==> config.mk <==
export PLATFORM = sky130hd
export DESIGN_NAME = id_ex_stage_flat
export DESIGN_NICKNAME = d
export VERILOG_FILES = /design/src/rtl/id_ex_stage_if.sv /design/src/rtl/id_ex_stage.sv /design/src/flat_wrapper.sv
export SDC_FILE = /design/constraint.sdc
export NUM_CORES = 1
export LEC_CHECK = 0
export CAP_MARGIN = 30
export CORE_MARGIN = 3
export CORE_UTILIZATION = 49
export DETAILED_ROUTE_END_ITERATION = 16
export HOLD_SLACK_MARGIN = 0.15
export PLACE_DENSITY = 0.87
export SETUP_SLACK_MARGIN = 0.05
export SKIP_CTS_REPAIR_TIMING = 1
export SYNTH_ARGS = -nofsm -noshare
export SYNTH_HDL_FRONTEND = slang
export SYNTH_SLANG_ARGS = --single-unit
==> constraint.sdc <==
create_clock -name clk -period 6.05 [get_ports clk]
set_input_delay 1.21 -clock clk [delete_from_list [all_inputs] [get_ports clk]]
set_output_delay 1.21 -clock clk [all_outputs]
set_load 0.02 [all_outputs]
==> src/rtl/id_ex_stage_if.sv <==
// ID/EX stage bus: decoded instruction fields from ID, forwarding producers,
// and the registered EX-side outputs. The stage itself uses the slave modport.
interface id_ex_stage_if #(
    parameter int WIDTH = 32,
    parameter int REGW  = 5
);
    logic             stall;
    logic             flush;
    logic             in_valid;
    logic [WIDTH-1:0] id_rs_data;
    logic [WIDTH-1:0] id_rt_data;
    logic [WIDTH-1:0] id_imm;
    logic [REGW-1:0]  id_rs;
    logic [REGW-1:0]  id_rt;
    logic [REGW-1:0]  id_rd;
    logic [1:0]       id_alu_op;
    logic [5:0]       id_funct;
    logic             id_alu_src;
    logic             id_reg_dst;
    logic             id_reg_write;
    logic             id_mem_read;
    logic             id_mem_write;
    logic             id_mem_to_reg;
    logic             id_branch;

    logic             exm_reg_write;
    logic [REGW-1:0]  exm_rd;
    logic [WIDTH-1:0] exm_result;
    logic             mw_reg_write;
    logic [REGW-1:0]  mw_rd;
    logic [WIDTH-1:0] mw_result;

    logic [WIDTH-1:0] alu_a;
    logic [WIDTH-1:0] alu_b;
    logic [2:0]       alu_operation;
    logic [WIDTH-1:0] ex_write_data;
    logic [REGW-1:0]  ex_dest;
    logic             ex_valid;
    logic             ex_illegal;
    logic             ex_reg_write;
    logic             ex_mem_read;
    logic             ex_mem_write;
    logic             ex_mem_to_reg;
    logic             ex_branch;
    logic             load_use_hazard;

    modport slave (
        input  stall, flush, in_valid,
        input  id_rs_data, id_rt_data, id_imm, id_rs, id_rt, id_rd,
        input  id_alu_op, id_funct,
        input  id_alu_src, id_reg_dst, id_reg_write, id_mem_read,
        input  id_mem_write, id_mem_to_reg, id_branch,
        input  exm_reg_write, exm_rd, exm_result,
        input  mw_reg_write, mw_rd, mw_result,
        output alu_a, alu_b, alu_operation, ex_write_data, ex_dest,
        output ex_valid, ex_illegal, ex_reg_write, ex_mem_read,
        output ex_mem_write, ex_mem_to_reg, ex_branch, load_use_hazard
    );

    modport master (
        output stall, flush, in_valid,
        output id_rs_data, id_rt_data, id_imm, id_rs, id_rt, id_rd,
        output id_alu_op, id_funct,
        output id_alu_src, id_reg_dst, id_reg_write, id_mem_read,
        output id_mem_write, id_mem_to_reg, id_branch,
        output exm_reg_write, exm_rd, exm_result,
        output mw_reg_write, mw_rd, mw_result,
        input  alu_a, alu_b, alu_operation, ex_write_data, ex_dest,
        input  ex_valid, ex_illegal, ex_reg_write, ex_mem_read,
        input  ex_mem_write, ex_mem_to_reg, ex_branch, load_use_hazard
    );
endinterface

==> src/rtl/id_ex_stage.sv <==
// ID/EX pipeline register with ALU-op decode, EX/MEM and MEM/WB operand
// forwarding, stall-time operand refresh and load-use hazard detection.
module id_ex_stage #(
    parameter int WIDTH = 32,
    parameter int REGW  = 5
) (
    input logic          clk,
    input logic          rst_n,
    id_ex_stage_if.slave bus
);

    typedef enum logic [2:0] {
        alu_and = 3'b000,
        alu_or  = 3'b001,
        alu_add = 3'b010,
        alu_sub = 3'b110,
        alu_slt = 3'b111
    } alu_code_e;

    typedef struct packed {
        logic reg_write;
        logic mem_read;
        logic mem_write;
        logic mem_to_reg;
        logic branch;
    } ctrl_t;

    logic             valid_q;
    logic             illegal_q;
    ctrl_t            ctrl_q;
    alu_code_e        op_q;
    logic             alu_src_q;
    logic [REGW-1:0]  dest_q;
    logic [REGW-1:0]  rs_idx;
    logic [REGW-1:0]  rt_idx;
    logic [WIDTH-1:0] rs_val;
    logic [WIDTH-1:0] rt_val;
    logic [WIDTH-1:0] imm;

    alu_code_e        dec_op;
    logic             dec_illegal;
    ctrl_t            id_ctrl;
    logic [WIDTH-1:0] fwd_rs;
    logic [WIDTH-1:0] fwd_rt;

    // EX/MEM is the younger producer, so it shadows MEM/WB; $0 is hardwired.
    function automatic logic [WIDTH-1:0] fwd(
        input logic [REGW-1:0]  idx,
        input logic [WIDTH-1:0] val,
        input logic             exm_we,
        input logic [REGW-1:0]  exm_rd,
        input logic [WIDTH-1:0] exm_res,
        input logic             mw_we,
        input logic [REGW-1:0]  mw_rd,
        input logic [WIDTH-1:0] mw_res
    );
        logic [WIDTH-1:0] r;
        r = val;
        if (idx != '0) begin
            if (exm_we && exm_rd == idx)     r = exm_res;
            else if (mw_we && mw_rd == idx)  r = mw_res;
        end
        return r;
    endfunction

    // NOTE: every always_comb output gets a default first, so no path can infer a latch.
    always_comb begin
        dec_op      = alu_add;
        dec_illegal = 1'b0;
        unique case (bus.id_alu_op)
            2'b00: dec_op = alu_add;
            2'b01: dec_op = alu_sub;
            2'b11: dec_op = alu_or;
            2'b10: begin
                case (bus.id_funct)
                    6'b100000: dec_op = alu_add;
                    6'b100010: dec_op = alu_sub;
                    6'b100100: dec_op = alu_and;
                    6'b100101: dec_op = alu_or;
                    6'b101010: dec_op = alu_slt;
                    default:   dec_illegal = 1'b1;
                endcase
            end
            default: dec_op = alu_add;
        endcase
    end

    assign id_ctrl = '{reg_write:  bus.id_reg_write,
                       mem_read:   bus.id_mem_read,
                       mem_write:  bus.id_mem_write,
                       mem_to_reg: bus.id_mem_to_reg,
                       branch:     bus.id_branch};

    assign fwd_rs = fwd(rs_idx, rs_val, bus.exm_reg_write, bus.exm_rd, bus.exm_result,
                        bus.mw_reg_write, bus.mw_rd, bus.mw_result);
    assign fwd_rt = fwd(rt_idx, rt_val, bus.exm_reg_write, bus.exm_rd, bus.exm_result,
                        bus.mw_reg_write, bus.mw_rd, bus.mw_result);

    // NOTE: sequential state uses non-blocking assignments so all registers update together.
    // NOTE: data fields are reset too, so a flushed or reset slot never forwards stale values.
    always_ff @(posedge clk or negedge rst_n) begin
        if (!rst_n) begin
            valid_q   <= 1'b0;
            illegal_q <= 1'b0;
            ctrl_q    <= '0;
            op_q      <= alu_and;
            alu_src_q <= 1'b0;
            dest_q    <= '0;
            rs_idx    <= '0;
            rt_idx    <= '0;
            rs_val    <= '0;
            rt_val    <= '0;
            imm       <= '0;
        end else if (bus.flush) begin
            valid_q   <= 1'b0;
            illegal_q <= 1'b0;
            ctrl_q    <= '0;
            op_q      <= alu_and;
            alu_src_q <= 1'b0;
            dest_q    <= '0;
            rs_idx    <= '0;
            rt_idx    <= '0;
            rs_val    <= '0;
            rt_val    <= '0;
            imm       <= '0;
        end else if (bus.stall) begin
            // Fold in producers that retire while we wait, they will be gone next cycle.
            rs_val <= fwd_rs;
            rt_val <= fwd_rt;
        end else begin
            valid_q   <= bus.in_valid;
            illegal_q <= bus.in_valid & dec_illegal;
            ctrl_q    <= bus.in_valid ? id_ctrl : '0;
            op_q      <= dec_op;
            alu_src_q <= bus.id_alu_src;
            dest_q    <= bus.id_reg_dst ? bus.id_rd : bus.id_rt;
            rs_idx    <= bus.id_rs;
            rt_idx    <= bus.id_rt;
            rs_val    <= bus.id_rs_data;
            rt_val    <= bus.id_rt_data;
            imm       <= bus.id_imm;
        end
    end

    assign bus.alu_a         = fwd_rs;
    assign bus.alu_b         = alu_src_q ? imm : fwd_rt;
    assign bus.ex_write_data = fwd_rt;
    assign bus.alu_operation = op_q;
    assign bus.ex_dest       = dest_q;
    assign bus.ex_valid      = valid_q;
    assign bus.ex_illegal    = illegal_q;
    assign bus.ex_reg_write  = ctrl_q.reg_write;
    assign bus.ex_mem_read   = ctrl_q.mem_read;
    assign bus.ex_mem_write  = ctrl_q.mem_write;
    assign bus.ex_mem_to_reg = ctrl_q.mem_to_reg;
    assign bus.ex_branch     = ctrl_q.branch;

    assign bus.load_use_hazard = valid_q & ctrl_q.mem_read & (dest_q != '0) &
                                 ((dest_q == bus.id_rs) | (dest_q == bus.id_rt)) &
                                 bus.in_valid;

endmodule

==> src/flat_wrapper.sv <==
// flat-port wrapper written by rule: the top's interface ports become plain ports
module id_ex_stage_flat 
#(
    parameter int WIDTH = 32,
    parameter int REGW  = 5
)
  (clk, rst_n, bus_stall, bus_flush, bus_in_valid, bus_id_rs_data, bus_id_rt_data, bus_id_imm, bus_id_rs, bus_id_rt, bus_id_rd, bus_id_alu_op, bus_id_funct, bus_id_alu_src, bus_id_reg_dst, bus_id_reg_write, bus_id_mem_read, bus_id_mem_write, bus_id_mem_to_reg, bus_id_branch, bus_exm_reg_write, bus_exm_rd, bus_exm_result, bus_mw_reg_write, bus_mw_rd, bus_mw_result, bus_alu_a, bus_alu_b, bus_alu_operation, bus_ex_write_data, bus_ex_dest, bus_ex_valid, bus_ex_illegal, bus_ex_reg_write, bus_ex_mem_read, bus_ex_mem_write, bus_ex_mem_to_reg, bus_ex_branch, bus_load_use_hazard);
  id_ex_stage_if #(.WIDTH(WIDTH), .REGW(REGW)) bus_i ();
  input logic clk;
  input logic rst_n;
  input wire logic [$bits(bus_i.stall)-1:0] bus_stall;
  input wire logic [$bits(bus_i.flush)-1:0] bus_flush;
  input wire logic [$bits(bus_i.in_valid)-1:0] bus_in_valid;
  input wire logic [$bits(bus_i.id_rs_data)-1:0] bus_id_rs_data;
  input wire logic [$bits(bus_i.id_rt_data)-1:0] bus_id_rt_data;
  input wire logic [$bits(bus_i.id_imm)-1:0] bus_id_imm;
  input wire logic [$bits(bus_i.id_rs)-1:0] bus_id_rs;
  input wire logic [$bits(bus_i.id_rt)-1:0] bus_id_rt;
  input wire logic [$bits(bus_i.id_rd)-1:0] bus_id_rd;
  input wire logic [$bits(bus_i.id_alu_op)-1:0] bus_id_alu_op;
  input wire logic [$bits(bus_i.id_funct)-1:0] bus_id_funct;
  input wire logic [$bits(bus_i.id_alu_src)-1:0] bus_id_alu_src;
  input wire logic [$bits(bus_i.id_reg_dst)-1:0] bus_id_reg_dst;
  input wire logic [$bits(bus_i.id_reg_write)-1:0] bus_id_reg_write;
  input wire logic [$bits(bus_i.id_mem_read)-1:0] bus_id_mem_read;
  input wire logic [$bits(bus_i.id_mem_write)-1:0] bus_id_mem_write;
  input wire logic [$bits(bus_i.id_mem_to_reg)-1:0] bus_id_mem_to_reg;
  input wire logic [$bits(bus_i.id_branch)-1:0] bus_id_branch;
  input wire logic [$bits(bus_i.exm_reg_write)-1:0] bus_exm_reg_write;
  input wire logic [$bits(bus_i.exm_rd)-1:0] bus_exm_rd;
  input wire logic [$bits(bus_i.exm_result)-1:0] bus_exm_result;
  input wire logic [$bits(bus_i.mw_reg_write)-1:0] bus_mw_reg_write;
  input wire logic [$bits(bus_i.mw_rd)-1:0] bus_mw_rd;
  input wire logic [$bits(bus_i.mw_result)-1:0] bus_mw_result;
  output wire logic [$bits(bus_i.alu_a)-1:0] bus_alu_a;
  output wire logic [$bits(bus_i.alu_b)-1:0] bus_alu_b;
  output wire logic [$bits(bus_i.alu_operation)-1:0] bus_alu_operation;
  output wire logic [$bits(bus_i.ex_write_data)-1:0] bus_ex_write_data;
  output wire logic [$bits(bus_i.ex_dest)-1:0] bus_ex_dest;
  output wire logic [$bits(bus_i.ex_valid)-1:0] bus_ex_valid;
  output wire logic [$bits(bus_i.ex_illegal)-1:0] bus_ex_illegal;
  output wire logic [$bits(bus_i.ex_reg_write)-1:0] bus_ex_reg_write;
  output wire logic [$bits(bus_i.ex_mem_read)-1:0] bus_ex_mem_read;
  output wire logic [$bits(bus_i.ex_mem_write)-1:0] bus_ex_mem_write;
  output wire logic [$bits(bus_i.ex_mem_to_reg)-1:0] bus_ex_mem_to_reg;
  output wire logic [$bits(bus_i.ex_branch)-1:0] bus_ex_branch;
  output wire logic [$bits(bus_i.load_use_hazard)-1:0] bus_load_use_hazard;
  assign bus_i.stall = bus_stall;
  assign bus_i.flush = bus_flush;
  assign bus_i.in_valid = bus_in_valid;
  assign bus_i.id_rs_data = bus_id_rs_data;
  assign bus_i.id_rt_data = bus_id_rt_data;
  assign bus_i.id_imm = bus_id_imm;
  assign bus_i.id_rs = bus_id_rs;
  assign bus_i.id_rt = bus_id_rt;
  assign bus_i.id_rd = bus_id_rd;
  assign bus_i.id_alu_op = bus_id_alu_op;
  assign bus_i.id_funct = bus_id_funct;
  assign bus_i.id_alu_src = bus_id_alu_src;
  assign bus_i.id_reg_dst = bus_id_reg_dst;
  assign bus_i.id_reg_write = bus_id_reg_write;
  assign bus_i.id_mem_read = bus_id_mem_read;
  assign bus_i.id_mem_write = bus_id_mem_write;
  assign bus_i.id_mem_to_reg = bus_id_mem_to_reg;
  assign bus_i.id_branch = bus_id_branch;
  assign bus_i.exm_reg_write = bus_exm_reg_write;
  assign bus_i.exm_rd = bus_exm_rd;
  assign bus_i.exm_result = bus_exm_result;
  assign bus_i.mw_reg_write = bus_mw_reg_write;
  assign bus_i.mw_rd = bus_mw_rd;
  assign bus_i.mw_result = bus_mw_result;
  assign bus_alu_a = bus_i.alu_a;
  assign bus_alu_b = bus_i.alu_b;
  assign bus_alu_operation = bus_i.alu_operation;
  assign bus_ex_write_data = bus_i.ex_write_data;
  assign bus_ex_dest = bus_i.ex_dest;
  assign bus_ex_valid = bus_i.ex_valid;
  assign bus_ex_illegal = bus_i.ex_illegal;
  assign bus_ex_reg_write = bus_i.ex_reg_write;
  assign bus_ex_mem_read = bus_i.ex_mem_read;
  assign bus_ex_mem_write = bus_i.ex_mem_write;
  assign bus_ex_mem_to_reg = bus_i.ex_mem_to_reg;
  assign bus_ex_branch = bus_i.ex_branch;
  assign bus_load_use_hazard = bus_i.load_use_hazard;
  id_ex_stage #(.WIDTH(WIDTH), .REGW(REGW)) u_core (.clk(clk), .rst_n(rst_n), .bus(bus_i));
endmodule
## Yosys cells after proc, flatten, opt, wreduce, memory -nomap -nowiden

Cells that the tools add are included.

| operators by class | value |
|---|---|
| equality and inequality tests | 15 |
| reductions and logical operators | 9 |
| bitwise gates (word level) | 6 |
| multiplexer cells | 35 |

Operators by type and width:

| kind | count |
|---|---|
| $mux 32 | 13 |
| $mux 5 | 10 |
| $eq 5x5->1 | 6 |
| $eq 6x6->1 const B | 5 |
| $pmux 3 s4 | 2 |
| $reduce_bool 5->1 | 3 |
| $mux 1 | 8 |
| $mux 3 | 2 |
| $and 1x1->1 | 5 |
| $reduce_or 5->1 | 1 |
| $eq 2x2->1 const B | 2 |
| $logic_and 1x1->1 | 4 |
| $eq 2x1->1 const B | 1 |
| $logic_not 2->1 | 1 |
| $ne 2x1->1 const B | 1 |
| $or 1x1->1 | 1 |

| storage, ports and cells | value |
|---|---|
| bits of input ports | 207 |
| logic and storage cells | 80 |
| output and inout bits | 112 |
| flip-flop bits (word level) | 122 |

## Depth between registers and ports, before layout

| logic depth | value |
|---|---|
| depth after elaboration | 7 |
| depth in mapped cells | 8 |
| mapped depth without buffers | 5 |

## Worst setup path before layout

Ideal clock, no wire load.

| timing | value |
|---|---|
| path type | in2out |
| start point | input port bus_mw_rd[4] |
| end point | output port bus_alu_b[21] |
| slack | 1.838 ns |
| data arrival time | 3.002 ns |
| buffers on the path | 2 |
| cell stages on the path | 7 |
| data required time | 4.840 ns |
| path through | xor2_1 nor4_2 and2_1 buf_2 buf_2 a31oi_1 o31ai_1 |

| on the way | value |
|---|---|
| longest elaborated chain between the ends | 6 |

Ends and longest elaborated chain:

| item | line | text |
|---|---|---|
| from (decl) | flat_wrapper.sv:33 | `input wire logic [$bits(bus_i.mw_rd)-1:0] bus_mw_rd;` |
| $eq 5x5->1 | id_ex_stage.sv:61 | `else if (mw_we && mw_rd == idx) r = mw_res;` |
| $logic_and 1x1->1 | id_ex_stage.sv:61 |  |
| $mux 32 | id_ex_stage.sv:61 |  |
| $mux 32 | id_ex_stage.sv:60 | `if (exm_we && exm_rd == idx) r = exm_res;` |
| $mux 32 | id_ex_stage.sv:59 | `if (idx != '0) begin` |
| $mux 32 | id_ex_stage.sv:146 | `assign bus.alu_b = alu_src_q ? imm : fwd_rt;` |
| to (decl) | flat_wrapper.sv:36 | `output wire logic [$bits(bus_i.alu_b)-1:0] bus_alu_b;` |

Every way passes these cells.

## Worst setup path in the final report

| timing | value |
|---|---|
| start point | input port bus_mw_rd[4] |
| end point | output port bus_alu_a[4] |

| on the way | value |
|---|---|
| longest elaborated chain between the ends | 5 |

Ends and longest elaborated chain:

| item | line | text |
|---|---|---|
| $eq 5x5->1 | id_ex_stage.sv:61 |  |
| $logic_and 1x1->1 | id_ex_stage.sv:61 |  |
| $mux 32 | id_ex_stage.sv:61 |  |
| $mux 32 | id_ex_stage.sv:60 |  |
| $mux 32 | id_ex_stage.sv:59 |  |
| to (decl) | flat_wrapper.sv:35 | `output wire logic [$bits(bus_i.alu_a)-1:0] bus_alu_a;` |

Every way passes these cells.

==> impl_results.md <==
* Largest family of logic cells by synthesized area: compound AO/OA/AOI/OAI gates
* Total power at between 2 and 3 mW
* Cell Area, Synth at 8304 µm²
* Warnings, synthesis at 0
* Clock root cell: clkbuf_16
* Overall Global Routing Usage at between 30% and 40%
* Drt pass-1 iters at 6
* Outcome: finished, final reports clean
* Initial DRC count at between 1000 and 1500
* Initial antenna violation count at 1
* Clk buf depth at 2
* Syn nets at approximately 1100
* Critical path endpoint category: output port
* Placed Cells at 1356
* Synth Instances at approximately 890
* Asr flop ratio synth at 100.0%
* P_int at a little over 2 mW
* Final std cells w/o fill at roughly 1400
* R2R Path End: u_core.rt_val[14]$_DFF_PN0_
* Die X at approximately 140 µm
* Slowest stage delay, CP at 0.73 ns
* Post-route cell area at 12310 µm²
* Mean routed wirelength per cell at about 24 µm
* Critical Path AT at between 4 and 5 ns
* Setup crit start: bus_mw_rd[4]
* Final Slew Violations at 0
* Met3 wire length at 4420 µm
* Nets at roughly 1400
* Crit path cell chain: clkdlybuf4s50_1, xnor2_1, nand4_1, or3_1, buf_4, nor3_1, a211oi_1, clkdlybuf4s50_1
* Final worst setup slack at 0.5679 ns
* Die area at about 19000 µm²
* Detailed route wirelength on metal2 at around 16000 µm
* Most common cell after layout, fill and taps aside: clkdlybuf4s50_1
* RSZ-0062 raised after global routing: no
* Pre-CTS setup slack at 0.6113 ns
* Worst-Margin Slew at slightly above 1 ns
* Yosys reg bits at 122
* GRT overflow at 0
* DP HPWL at 22990 µm
* Top FF cell, synth: dfrtp_1
* Relative max-transition margin at 31.19%
* Post-route ant nets at 0
* Vias in the first global route at around 9100
* Register-to-Register Path Depth at 7
* Height of the die at around 140 µm
* Min cycle time layout at 5.482 ns
* R2r startpoint: u_core.rt_idx[1]$_DFFE_PN0P_
* Metal-1 WL at around 12000 µm
* Synth Area in Simple Gates at between 10% and 20%
* Worst setup endpoint: bus_alu_a[4]
* Drt total wl at around 34000 µm
* Seq pwr share at 32.6%
* CTS tree: done
* # DRC at 0
* Max Clock Freq at roughly 180 MHz
* Floorplan core area at 16230 µm²
* H-tree depth at 4
* Largest net degree at the start of global routing at 98
* Post-synthesis compound-gate area fraction at ~31%
* Number of CTS-inserted buffers at 17
* Total negative setup slack at 0 ns
* Critical path class: primary input to output port
* Post-synthesis xor/xnor area fraction at 3.164%
* Mapped Avg Cell Area at 9.310 µm²
* Combinational share of power at between 20% and 30%
* CP Data Required Time at roughly 4.8 ns
* Skew final at just under 0.01 ns
* Maximum vdd drop at between 0.00015 and 0.0002 V
* Clock power share at a little over two fifths
* Switching Fraction at 28.16%
* Max Cap Viol at 0
* Sequential area share after synthesis at 36.76%
* Slowest-stage cell, CP: or3_1
* Crit-path most repeated cell: clkdlybuf4s50_1
* Post-synthesis adder-cell area fraction at 0%
* Layout cells sized above 1 at ~7.2%
* Total net switching power at roughly 0.79 mW
* Post-synth EDFFs at 0
* Final-report hold violation count at 0
* Initial cell density of the core at between 50% and 60%
* Layout area overhead at 48.23%
* Synth unique cells at 52
* P per Cell Area at 227.9 nW/µm²
* FF-to-FF setup slack at roughly 3 ns
* Tcrit/Tclk final at between 90% and 100%
* Via count at slightly above 9000
* Reg clk slew, reported paths at around 0.06 ns
* Setup violators final at 0
* Vias/cell at approximately 6.7
* Mux share of post-synthesis cell area at 6.147%
* Max FO, Critical Path at 17
* Gp weighted congestion at ~0.89
* Top sig layer: met4
* Most frequent cells in the layout: 315 x clkdlybuf4s50_1, 121 x dfrtp_1, 87 x nor3_1, 72 x nor2_1, 65 x a221o_1
* Regs by FF count: u_core.imm: 32 flops, u_core.rs_val: 32 flops, u_core.rt_val: 32 flops
* Min-Delay Path Class: register to register
* Final core occ at 75.84%
* Site row count at between 40 and 50
* # IOs at 319
* First-pass GRT wire length at around 51000 µm
* Post-placement cell area at roughly 12000 µm²
* Clock Sinks at approximately 120
* Leakage power at between 5 and 6 nW
* Clk_lat worst skew at between 0.4 and 0.5 ns
* Hold Slack at about 0.52 ns
* Port bufs at ~320
* Startpoint types: primary input
[power by group through the flow]
| stage | logic, mW | registers [mW] | clock network (mW) |
|---|---|---|---|
| floorplan | 0.333 | 0.910 | 0 |
| CTS | 0.693 | 0.912 | 1.20 |
| global route | 0.741 | 0.919 | 1.23 |
| finish | 0.700 | 0.915 | 1.19 |
| detailed placement | 0.689 | 0.925 | 0 |
| global placement | 0.680 | 0.924 | 0 |
[how the worst min path moves through the flow]
stage                                      from                     endpoint  slack, ns  cells after the start
CTS                  u_core.rs_val[2]$_DFF_PN0_   u_core.rs_val[2]$_DFF_PN0_       0.52                      1
detailed placement  u_core.rs_val[11]$_DFF_PN0_  u_core.rs_val[11]$_DFF_PN0_       0.50                      1
finish               u_core.rs_val[2]$_DFF_PN0_   u_core.rs_val[2]$_DFF_PN0_       0.52                      1
global placement    u_core.rs_val[21]$_DFF_PN0_  u_core.rs_val[21]$_DFF_PN0_       0.50                      1
floorplan           u_core.rs_val[11]$_DFF_PN0_  u_core.rs_val[11]$_DFF_PN0_       0.48                      1
global route        u_core.rs_val[24]$_DFF_PN0_  u_core.rs_val[24]$_DFF_PN0_       0.52                      1
[layout make-up]
cell class	count	area (µm²)
multi-input combinational	635	4733
fill	1143	3921
timing repair buffer	347	3423
sequential	122	3057
clock buffer	20	466.7
tap	216	270.3
clock inverter	12	217.7
inverter	37	138.9
antenna	1	2.502
[cells by family after synthesis]
family                    Yosys count
AOI/OAI and AO/OA                 310
xor gates and xnor gates           30
buffers and inverters             135
DFF                               122
muxes                              51
and+or+nand+nor                   244
[layer usage]
layer / vias to the layer above / global-route usage [%]
li1: 4035 / -
met1: 4393 / 43.75
met2: 757 / 56.58
met3: 121 / 10.70
met4: 0 / 17.30
met5: - / 0
[cells in the mapped netlist (3+ instances only)]
cell | instances | area (µm²)
nand4_1 | 3 | 18.77
nor2_1 | 74 | 277.8
buf_1 | 7 | 26.28
xnor2_1 | 20 | 175.2
dfrtp_1 | 122 | 3053
nor4b_1 | 4 | 35.03
a32oi_1 | 31 | 271.5
nor2b_1 | 35 | 219.0
buf_4 | 3 | 22.52
nor3_1 | 87 | 435.4
o31ai_1 | 31 | 232.7
and2_1 | 3 | 18.77
nand3_1 | 3 | 15.01
nand2b_1 | 6 | 37.54
buf_2 | 12 | 60.06
mux2i_1 | 51 | 510.5
xor2_1 | 10 | 87.58
a22o_1 | 60 | 525.5
clkbuf_1 | 72 | 270.3
and3_1 | 4 | 25.02
a311o_1 | 4 | 40.04
a21oi_1 | 14 | 70.07
a311oi_1 | 4 | 35.03
a31oi_1 | 29 | 181.4
nand2_1 | 6 | 22.52
buf_6 | 4 | 45.04
inv_1 | 37 | 138.9
a211oi_1 | 27 | 202.7
a221o_1 | 65 | 650.6
o2bb2ai_1 | 32 | 280.3
a22oi_1 | 5 | 37.54
[critical path: cells and delay by family]
kind	cells	cell delay, ns
buffers and inverters	3	1.52
AND/OR/NAND/NOR	3	0.98
AO/OA/AOI/OAI	1	0.39
XOR/XNOR	1	0.17
Note: power is estimated with default switching activity, not from simulation.
